===== config.mk =====
export PLATFORM = sky130hd
export DESIGN_NAME = axi_isolate_seq
export DESIGN_NICKNAME = d
export VERILOG_FILES = /design/src/rtl/axi_isolate_seq.sv
export SDC_FILE = /design/constraint.sdc
export NUM_CORES = 1
export LEC_CHECK = 0
export ABC_CLOCK_PERIOD_IN_PS = 2300
export CAP_MARGIN = 10
export CORE_MARGIN = 2
export CORE_UTILIZATION = 60
export DETAILED_ROUTE_END_ITERATION = 12
export DONT_BUFFER_PORTS = 1
export PLACE_DENSITY = 0.76
export SYNTH_ARGS = -nofsm -noshare
export SYNTH_HDL_FRONTEND = slang
export SYNTH_SLANG_ARGS = --single-unit

===== constraint.sdc =====
create_clock -name clk_i -period 2.3 [get_ports clk_i]
set_input_delay 0.115 -clock clk_i [delete_from_list [all_inputs] [get_ports clk_i]]
set_output_delay 0.115 -clock clk_i [all_outputs]
set_load 0.02 [all_outputs]

===== src/rtl/axi_isolate_seq.sv =====
// Shutdown/bring-up sequencer for a downstream AXI subdomain: drives the isolation stage,
// the domain clock gate and the domain reset in a fixed order, with a drain timeout flag.
module axi_isolate_seq #(
    parameter int unsigned ResetCycles    = 4,
    parameter int unsigned GateCycles     = 2,
    parameter int unsigned TimeoutCycles  = 256,
    parameter bit          ForceOnTimeout = 1'b0
) (
    input  logic clk_i,
    input  logic rst_i,
    input  logic power_req_i,
    input  logic isolated_i,
    input  logic err_clr_i,
    output logic isolate_o,
    output logic clk_en_o,
    output logic dom_rst_o,
    output logic on_o,
    output logic off_o,
    output logic timeout_o
);

    localparam int unsigned MaxRG     = (ResetCycles > GateCycles) ? ResetCycles : GateCycles;
    localparam int unsigned MaxCycles = (MaxRG > TimeoutCycles) ? MaxRG : TimeoutCycles;
    localparam int unsigned CntW      = $clog2(MaxCycles + 1);

    localparam logic [CntW-1:0] RstLast  = CntW'(ResetCycles - 1);
    localparam logic [CntW-1:0] GateLast = CntW'(GateCycles - 1);
    localparam logic [CntW-1:0] ToLast   = CntW'(TimeoutCycles - 1);

    typedef enum logic [2:0] {
        S_OFF,
        S_UNGATE,
        S_RELEASE,
        S_ACTIVE,
        S_ISOLATING,
        S_GATING
    } state_e;

    state_e          r_state;
    state_e          w_state_nxt;
    logic [CntW-1:0] r_cnt;
    logic [CntW-1:0] w_cnt_nxt;
    logic            r_timeout;
    logic            w_to_set;
    logic            w_timed;

    always_ff @(posedge clk_i or posedge rst_i) begin
        if (rst_i) begin
            r_state   <= S_OFF;
            r_cnt     <= '0;
            r_timeout <= 1'b0;
        end else begin
            r_state <= w_state_nxt;
            r_cnt   <= w_cnt_nxt;
            if (w_to_set) begin
                r_timeout <= 1'b1;
            end else if (err_clr_i) begin
                r_timeout <= 1'b0;
            end
        end
    end

    always_comb begin
        w_state_nxt = r_state;
        w_to_set    = 1'b0;
        w_timed     = 1'b0;
        case (r_state)
            S_OFF: begin
                if (power_req_i) w_state_nxt = S_UNGATE;
            end
            S_UNGATE: begin
                w_timed = 1'b1;
                if (r_cnt == RstLast) w_state_nxt = S_RELEASE;
            end
            S_RELEASE: begin
                w_state_nxt = S_ACTIVE;
            end
            S_ACTIVE: begin
                if (!power_req_i) w_state_nxt = S_ISOLATING;
            end
            S_ISOLATING: begin
                w_timed = 1'b1;
                // Abort outranks drain completion, which outranks the timeout.
                if (power_req_i) begin
                    w_state_nxt = S_ACTIVE;
                end else if (isolated_i) begin
                    w_state_nxt = S_GATING;
                end else if (r_cnt == ToLast) begin
                    w_to_set = 1'b1;
                    w_timed  = 1'b0;
                    if (ForceOnTimeout) w_state_nxt = S_GATING;
                end
            end
            S_GATING: begin
                w_timed = 1'b1;
                if (r_cnt == GateLast) w_state_nxt = S_OFF;
            end
            default: begin
                w_state_nxt = S_OFF;
            end
        endcase

        if (w_state_nxt != r_state) begin
            w_cnt_nxt = '0;
        end else if (w_timed) begin
            w_cnt_nxt = r_cnt + 1'b1;
        end else begin
            w_cnt_nxt = r_cnt;
        end
    end

    always_comb begin
        isolate_o = 1'b1;
        clk_en_o  = 1'b0;
        dom_rst_o = 1'b1;
        case (r_state)
            S_OFF:       {isolate_o, clk_en_o, dom_rst_o} = 3'b101;
            S_UNGATE:    {isolate_o, clk_en_o, dom_rst_o} = 3'b111;
            S_RELEASE:   {isolate_o, clk_en_o, dom_rst_o} = 3'b110;
            S_ACTIVE:    {isolate_o, clk_en_o, dom_rst_o} = 3'b010;
            S_ISOLATING: {isolate_o, clk_en_o, dom_rst_o} = 3'b110;
            S_GATING:    {isolate_o, clk_en_o, dom_rst_o} = 3'b100;
            default:     {isolate_o, clk_en_o, dom_rst_o} = 3'b101;
        endcase
    end

    assign on_o      = (r_state == S_ACTIVE);
    assign off_o     = (r_state == S_OFF);
    assign timeout_o = r_timeout;

    // An unisolated port must always see a running clock and a released domain.
    a_clk_while_open: assert property (@(posedge clk_i) disable iff (rst_i) isolate_o || clk_en_o);
    a_rst_while_open: assert property (@(posedge clk_i) disable iff (rst_i) isolate_o || !dom_rst_o);

endmodule


==> Word level (Yosys, flattened, before mapping) <==
Cells that the tools add are included.
{ "word_totals": {"output_inout_bits": 6, "word_cells": 41, "reg_bits": 13} }
{ "op_classes": {"addsub": 1, "muxes": 22, "n_eq_ne": 9, "n_reduce_logical": 6} }
{ "ops": {"columns": ["op", "n"], "rows": [
  ["two-way mux 3 bit", 6],
  ["two-way mux 9 bit", 2],
  ["case mux 3 bit (6 select lines)", 1],
  ["two-way mux 1 bit", 12],
  ["adder 9 x 1 -> 9 bit, second input constant", 1],
  ["equality test 9 x 1 -> 1 bit, second input constant", 1],
  ["equality test 9 x 2 -> 1 bit, second input constant", 1],
  ["equality test 9 x 8 -> 1 bit, second input constant", 1],
  ["OR reduction 4 bit", 2],
  ["equality test 3 x 2 -> 1 bit, second input constant", 2],
  ["equality test 3 bit, second input constant", 2],
  ["nonzero test 2 bit", 2],
  ["equality test 3 x 1 -> 1 bit, second input constant", 1],
  ["logical NOT 3 bit", 1],
  ["inequality test 3 bit", 1],
  ["case mux 1 bit (2 select lines)", 1],
  ["OR reduction 2 bit", 1]
]} }

==> Depth between registers and ports, before layout <==
Gate-level depths: netlist (run 1).
{ "depth": {"ltp_word": 7, "ltp_mapped": 8} }

==> Least setup slack after synthesis (run 1) <==
No wires, ideal clock.
{ "synth_timing": {"path_kind": "flip-flop to flip-flop", "from": "reg r_cnt[0]", "to": "reg r_cnt[7]", "setup_slack_ps": 359, "stages_incl_launch_ff": 9, "n_path_buf": 0, "setup_time_ps": 75, "arrival_ps": 1866, "path_cell_list": "dfrtp_1 ha_1 nand3_1 nor3_1 ha_1 nor4b_4 or2_4 or3_1 a21oi_2"} }
{ "synth_between": {"elab_chain_len": 6} }
{ "synth_lines": {"columns": ["element", "line_no", "text"], "rows": [
  ["start, declared", "41", "logic [CntW-1:0] r_cnt;"],
  ["start signal, assigned", "54", "r_cnt <= w_cnt_nxt;"],
  ["equality test 9 x 8 -> 1 bit", "88", "end else if (r_cnt == ToLast) begin"],
  ["two-way mux 1 bit", "88", null],
  ["two-way mux 1 bit", "86", "end else if (isolated_i) begin"],
  ["two-way mux 1 bit", "84", "if (power_req_i) begin"],
  ["case mux 1 bit (2 select lines)", "67", "case (r_state)"],
  ["nonzero test 2 bit (no line)", null, null]
]} }
Several ways; a longest one is shown, not always the timed one. The select of a mux whose other input is x is not followed.
A chain may end at the register's enable or synchronous reset.

==> Worst setup path after layout (run 1) <==
Same ends and word-level chain as after synthesis.

==> results of run 1 <==
[per-stage QoR]
| step | hold WS, ns | total power [mW] | setup WS, ns | util [%] | cells |
|---|---|---|---|---|---|
| 5_1_grt | 0.0601 | 1.14 | -0.00991 | 70.2 | 119 |
| 3_5_place_dp | 0.0475 | 0.900 | 0.144 | 65.8 | 112 |
| 2_1_floorplan | -0.00804 | 0.806 | 0.359 | - | 99 |
| 4_1_cts | 0.0420 | 1.04 | 0.114 | 69.4 | 118 |
| 3_3_place_gp | 0.0447 | 0.888 | 0.260 | 65.8 | 112 |
| 6_report | 0.0441 | 1.05 | 0.127 | 70.2 | 119 |
[cell families (layout without fill, tap and decap cells)]
group | count (synthesis) | in the layout | synth area share (%)
mux | 1 | 1 | 1.17
fa+ha+maj | 3 | 3 | 4.38
xor+xnor | 6 | 6 | 6.13
simple gates | 48 | 48 | 30.5
flops | 13 | 13 | 38.0
compound gates | 16 | 16 | 14.0
buf+inv | 12 | 17 | 5.84
[flip-flops by register name, summed over array words and instances, names as in the netlist]
name / flops
r_cnt: 9
r_state: 3
timeout_o: 1
[repair_timing]
item                                    CTS  global route
endpoints found under the setup margin    0             3
buffers inserted                          0             1
endpoints found under the hold margin    14             0
resized for setup                         0             1
hold buffers                              2             0
[final timing paths]
path,slack (ns),end,cells after the start,startpoint
hold reg to reg,0.61,r_cnt[6],2,r_cnt[6]
setup / recovery,0.13,r_cnt[7],9,r_cnt[0]
setup reg to reg,0.13,r_cnt[7],9,r_cnt[0]
min in group asynchronous,0.29,r_cnt[7],2,rst_i
hold / removal,0.04,r_state[0],2,power_req_i
max in group asynchronous,1.69,r_cnt[5],2,rst_i
[layout make-up]
type                       instances  area (sq um)  share of cell area (%)
inverter                           9          33.8                    3.65
sequential                        13           325                    35.2
clock inverter                     1          5.00                   0.541
multi-input combinational         74           484                    52.4
timing repair buffer               4          35.0                    3.79
tap                               15          18.8                    2.03
clock buffer                       3          22.5                    2.44
[power breakdown]
part / total (mW) / internal, mW / switching, mW
clock: 0.141 / 0.0645 / 0.0765
sequential: 0.392 / 0.284 / 0.108
combinational: 0.514 / 0.204 / 0.310
total: 1.05 / 0.553 / 0.494
[cell usage in the layout (no fill, tap or decap)]
| cell | netlist | layout |
|---|---|---|
| mux2i_1 | 1 | 1 |
| a21oi_1 | 4 | 4 |
| nor2b_1 | 3 | 3 |
| nor3b_1 | 1 | 1 |
| ha_1 | 3 | 2 |
| xnor2_1 | 6 | 6 |
| a21o_1 | 1 | 1 |
| nor4_2 | 1 | 1 |
| clkinv_2 | 0 | 1 |
| a2bb2oi_1 | 1 | 1 |
| nor4_1 | 2 | 2 |
| a32o_1 | 1 | 1 |
| nand2b_1 | 3 | 3 |
| dfrtp_1 | 13 | 13 |
| o21ai_0 | 2 | 2 |
| clkbuf_4 | 0 | 3 |
| and3_1 | 1 | 1 |
| dlygate4sd3_1 | 0 | 2 |
| nor4b_4 | 1 | 1 |
| o32ai_1 | 2 | 2 |
| nand3_2 | 1 | 1 |
| nand2_1 | 8 | 8 |
| a21oi_2 | 1 | 1 |
| inv_1 | 9 | 9 |
| nor3_1 | 5 | 5 |
| o221ai_2 | 1 | 1 |
| or2_4 | 1 | 1 |
| o21bai_1 | 1 | 1 |
| or3_1 | 2 | 2 |
| nor2_1 | 16 | 16 |
| ha_2 | 0 | 1 |
| a211oi_1 | 2 | 2 |
| buf_4 | 1 | 2 |
| nand3_1 | 3 | 3 |
[routing by layer]
metal  vias to the layer above  part of all wire [%]
met5                         -                     0
met4                         0                   4.4
met3                         8                   4.2
met2                        21                    44
met1                       330                    47
li1                        351                     -
[Yosys cell counts (2+ instances only)]
| cell | n |
|---|---|
| dfrtp_1 | 13 |
| nand2_1 | 8 |
| nand3_1 | 3 |
| o32ai_1 | 2 |
| nor3_1 | 5 |
| nor4_1 | 2 |
| ha_1 | 3 |
| a21oi_1 | 4 |
| a211oi_1 | 2 |
| inv_1 | 9 |
| or3_1 | 2 |
| nor2b_1 | 3 |
| o21ai_0 | 2 |
| nor2_1 | 16 |
| nand2b_1 | 3 |
| xnor2_1 | 6 |
[worst max-delay path, cell delays in order, from the launching register on]
cell and delay, ns:
dfrtp_1 0.44, ha_2 0.24, nand3_1 0.13, nor3_1 0.07
ha_1 0.18, nor4b_4 0.15, buf_4 0.17, or2_4 0.24
or3_1 0.36, a21oi_2 0.14
==> run_results.csv, run 1 <==
group,metric,value,unit
sta,fin_setup_tns,0,ns
global_route,grt_util_met1,31.1,%
sta,tightest_slew,0.543,ns
global_route,grt_pass1_wl,2930,microns
global_route,grt-ovfl-total,0,
floorplan,core,0.00132,sq mm
cells_and_area,final_area,925,sq um
sta,slew_violations,0,
global_route,grt_max_degree,14,
synth,synth_warnings,0,
clock_tree,cts_root_buf,"clkbuf_4",
global_route,grt_use_met3,2.61,%
floorplan,chipHeight,41.8,microns
clock_tree,cts.sink_count,13,
route,vias_per_cell,5.97,
placed_design,dpl_cell_area,867,sq um
cells_and_area,synthToLayoutAreaGrowth,7.88,%
critical_path,cp.required,2.51,ns
synth,synth_top_area_share,38.0,%
clock_tree,cts_tree,"built",
synth,syn_nets,107,
floorplan,io_pins,11,
cells_and_area,n_antenna_cell,0,
route,drt_iter0_drc,26,
route,wl,1690,microns
route,ant_nets,0,
sta,max_freq,460,MHz
synth,ys_seq_area_share,38.0,%
route,vias,710,
critical_path,worstSetupStartpointType,"flop",
critical_path,cp.arrival,2.38,ns
floorplan,start_util,65.1,%
placed_design,dp_hpwl,1240,microns
power,irDropWorstVdd,0.000780,V
sta,period_needed,2.17,ns
floorplan,dieArea,0.00175,sq mm
global_route,antenna_found_initial,0,
min_path,min_path_type,"in2reg",
cells_and_area,fillers,106,
global_route,track_usage,21.9,%
route,firstDrtPassIters,4,
sta,hold_violations,0,
run_status,status,"complete, no violations",
sta,relSlewSlack,63.8,%
clock_tree,htree_levels,1,
clock_tree,cts_buffers,3,
job,drv_cap,0,
sta,fin_worst_skew,0.000776,ns
synth,syn_avg_cell_area,8.66,sq um
critical_path,path_max_fanout,7,
synth,synth_largest_area_cell,"dfrtp_1",
sta,finalSetupViolations,0,
sta,period_share,94.5,%
global_route,grt_use_met2,30.9,%
floorplan,rows,13,
synth,synth-main-ff-cell,"dfrtp_1",
critical_path,endpoint_kind,"flop",
placed_design,port_buffers,0,
power,p_leak,0.383,nW
synth,synth-async-reset-ratio,100,%
global_route,grt.busiest_layer,"met1",
clock_tree,clk_path_buf_depth,2,
clock_tree,clk_pin_slew,0.08,ns
placed_design,place_congestion,0.798,
critical_path,path_class,"reg2reg",
power,power_density,1130,mW/mm^2
route,drc,0,
synth,ys_types,32,
synth,synthCells,99,
global_route,grt_pass1_vias,653,
synth,synth-seq-cells,13,
cells_and_area,nets,113,
synth,netlist_area,857,sq um
clock_tree,clkLatencyLatePin,0.27,ns
synth,synth_edf_count,0,
floorplan,dieWidth,41.8,microns
synth,synth_area_leaders,"dfrtp_1 (38%), nor2_1 (7.0%), xnor2_1 (6.1%)",
cells_and_area,layout-drive-gt1-share,12.5,%
route,wl_per_cell,14.2,microns
(Power assumes the default switching activity.)
==> inputs of run 2 (changes only) <==
--- a/config.mk
+++ b/config.mk
@@ -5,6 +5,7 @@
 export SDC_FILE = /design/constraint.sdc
 export NUM_CORES = 1
 export LEC_CHECK = 0
+export ABC_AREA = 1
 export ABC_CLOCK_PERIOD_IN_PS = 2300
 export CAP_MARGIN = 10
 export CORE_MARGIN = 2
==> run_results.csv, run 2 <==
group,metric,value,unit
sta,fin_ws,0.386,ns
global_route,grt-ovfl-total,0,
route,drc,0,
clock_tree,htree_levels,1,
floorplan,dieWidth,42.5,microns
placed_design,dp_hpwl,1240,microns
cells_and_area,largest_reg_flops,9,
route,wl_per_cell,11.2,microns
synth,ys_seq_area_share,36.6,%
critical_path,r2r-start,"r_cnt[0]",
sta,max_freq,522,MHz
floorplan,dieArea,0.00180,sq mm
synth,ys_types,24,
cells_and_area,layout-drive-gt1-share,10.5,%
sta,finalSetupViolations,0,
critical_path,path_class,"reg2reg",
sta,rsz0062_at_grt,"false",
clock_tree,cts_resized,0,
synth,synth-seq-cells,13,
floorplan,io_pins,11,
synth,synth_largest_area_cell,"dfrtp_1",
floorplan,rows,13,
sta,slew_violations,0,
route,vias_per_cell,5.22,
clock_tree,cts_setup_buffers,0,
sta,period_needed,1.91,ns
cells_and_area,nets,142,
clock_tree,postCtsHoldBufs,2,
sta,relSlewSlack,56.8,%
placed_design,place_congestion,0.822,
clock_tree,cts_buffers,3,
power,power_density,1230,mW/mm^2
synth,synth-async-reset-ratio,100,%
cells_and_area,top_register,"r_cnt",
synth,synth_warnings,0,
min_path,min_from,"isolated_i",
critical_path,startpoint,"r_cnt[0]",
clock_tree,cts.sink_count,13,
cells_and_area,multi_input_comb_area,454,sq um
sta,hold-worst-slack,0.0765,ns
floorplan,start_util,65.8,%
route,drt_iter0_drc,11,
critical_path,path_max_fanout,13,
critical_path,cp.arrival,2.09,ns
route,wl,1660,microns
synth,syn_avg_cell_area,6.94,sq um
floorplan,core,0.00135,sq mm
global_route,grt_max_degree,14,
synth,synth_area_leaders,"dfrtp_1 (37%), nand2_1 (16%), inv_1 (10%)",
global_route,antenna_found_initial,0,
global_route,track_usage,21.2,%
cells_and_area,fillers,115,
synth,synth-main-ff-cell,"dfrtp_1",
critical_path,endpoint_kind,"flop",
cells_and_area,n_antenna_cell,0,
sta,fin_worst_skew,0.00154,ns
synth,synth_top_area_share,36.6,%
route,vias,772,
synth,synth_edf_count,0,
min_path,min_path_type,"in2reg",
power,p_leak,0.519,nW
power,irDropWorstVdd,0.000734,V
sta,hold_violations,0,
synth,synth_common_cells,"nand2_1 (38), inv_1 (24), nor2_1 (17), dfrtp_1 (13), nand3_1 (7)",
clock_tree,clkLatencyLatePin,0.28,ns
global_route,grt_pass1_wl,2930,microns
sta,period_share,83.2,%
critical_path,cp.required,2.47,ns
clock_tree,cts_root_buf,"clkbuf_4",
critical_path,worstSetupStartpointType,"flop",
job,drv_cap,0,
sta,fin_setup_tns,0,ns
cells_and_area,final_area,942,sq um
cells_and_area,seq_area,325,sq um
synth,netlist_area,888,sq um
placed_design,port_buffers,0,
cells_and_area,synthToLayoutAreaGrowth,6.06,%
power,p_total,1.16,mW
sta,tightest_slew,0.643,ns
run_status,status,"complete, no violations",
clock_tree,cts_tree,"built",
synth,synth.most_common_cell,"nand2_1",
clock_tree,clk_path_buf_depth,2,
cells_and_area,final_cell_mix,"nand2_1 (38), inv_1 (24), nor2_1 (17), dfrtp_1 (13), nand3_1 (7)",
synth,synthCells,128,
global_route,grt_pass1_vias,744,
placed_design,dpl_cell_area,896,sq um
cells_and_area,mostFrequentLayoutCell,"nand2_1",
placed_design,pre_cts_ws,0.424,ns
floorplan,chipHeight,42.5,microns
synth,syn_nets,136,
clock_tree,clk_pin_slew,0.08,ns
route,ant_nets,0,
route,firstDrtPassIters,4,
==> run 2: area by class of cell <==
type | count | share of cell area, %
repair buffers | 2 | 2.12
multi-input cells | 88 | 48.2
inverters | 26 | 10.4
flip-flops and latches | 13 | 34.5
clock buffers | 4 | 2.79
well taps | 15 | 1.99
==> run 2: power breakdown <==
part           leakage, nW  total, mW  internal (mW)  switching, mW
Combinational        0.329      0.684          0.200          0.484
Clock               0.0150      0.145         0.0673         0.0780
Sequential           0.176      0.330          0.279         0.0512
==> run 2: cells by family (layout without fill, tap and decap cells) <==
| family | Yosys count | after routing | share of synthesized area [%] |
|---|---|---|---|
| xor gates and xnor gates | 3 | 3 | 2.96 |
| adders and majority gates | 3 | 3 | 4.23 |
| AOI/OAI and AO/OA | 4 | 4 | 2.39 |
| and+or+nand+nor | 78 | 78 | 41.5 |
| buffers and inverters | 27 | 32 | 12.3 |
| DFF | 13 | 13 | 36.6 |
==> run 2: path summary, 6_finish.rpt <==
kind / to / slack [ns] / cells past startpoint
max: r_cnt[5] / 0.39 / 10
min: timeout_o / 0.08 / 2
max reg2reg: r_cnt[5] / 0.39 / 10
min reg2reg: r_cnt[7] / 0.52 / 3
max in group asynchronous: r_cnt[7] / 1.65 / 2
min in group asynchronous: timeout_o / 0.30 / 2
==> run 2: worst max-delay path, stage by stage, from the launching register on <==
cell      delay [ns]
dfrtp_1         0.42
ha_1            0.22
nand3_1         0.11
nor4_1          0.21
ha_1            0.20
nand3b_1        0.11
nand2_2         0.11
nand2_4         0.10
nand3_1         0.13
xor2_1          0.16
nor2_1          0.06
==> run 2: stage by stage <==
step                      util (%)  std cells
after global placement        66.4        142
after CTS                     69.8        148
after detailed placement      66.4        142
after global routing          69.8        148
final                         69.8        148
after floorplan                  -        128
==> run 2: per-layer routing <==
layer	up-vias	global-route usage (%)	part of all wire, %	wire length (microns)
met2	17	37.2	49	814
met1	350	25.3	45	745
li1	400	-	-	-
met5	-	0	0	0
met4	0	9.38	1.8	29
met3	5	3.02	3.9	65
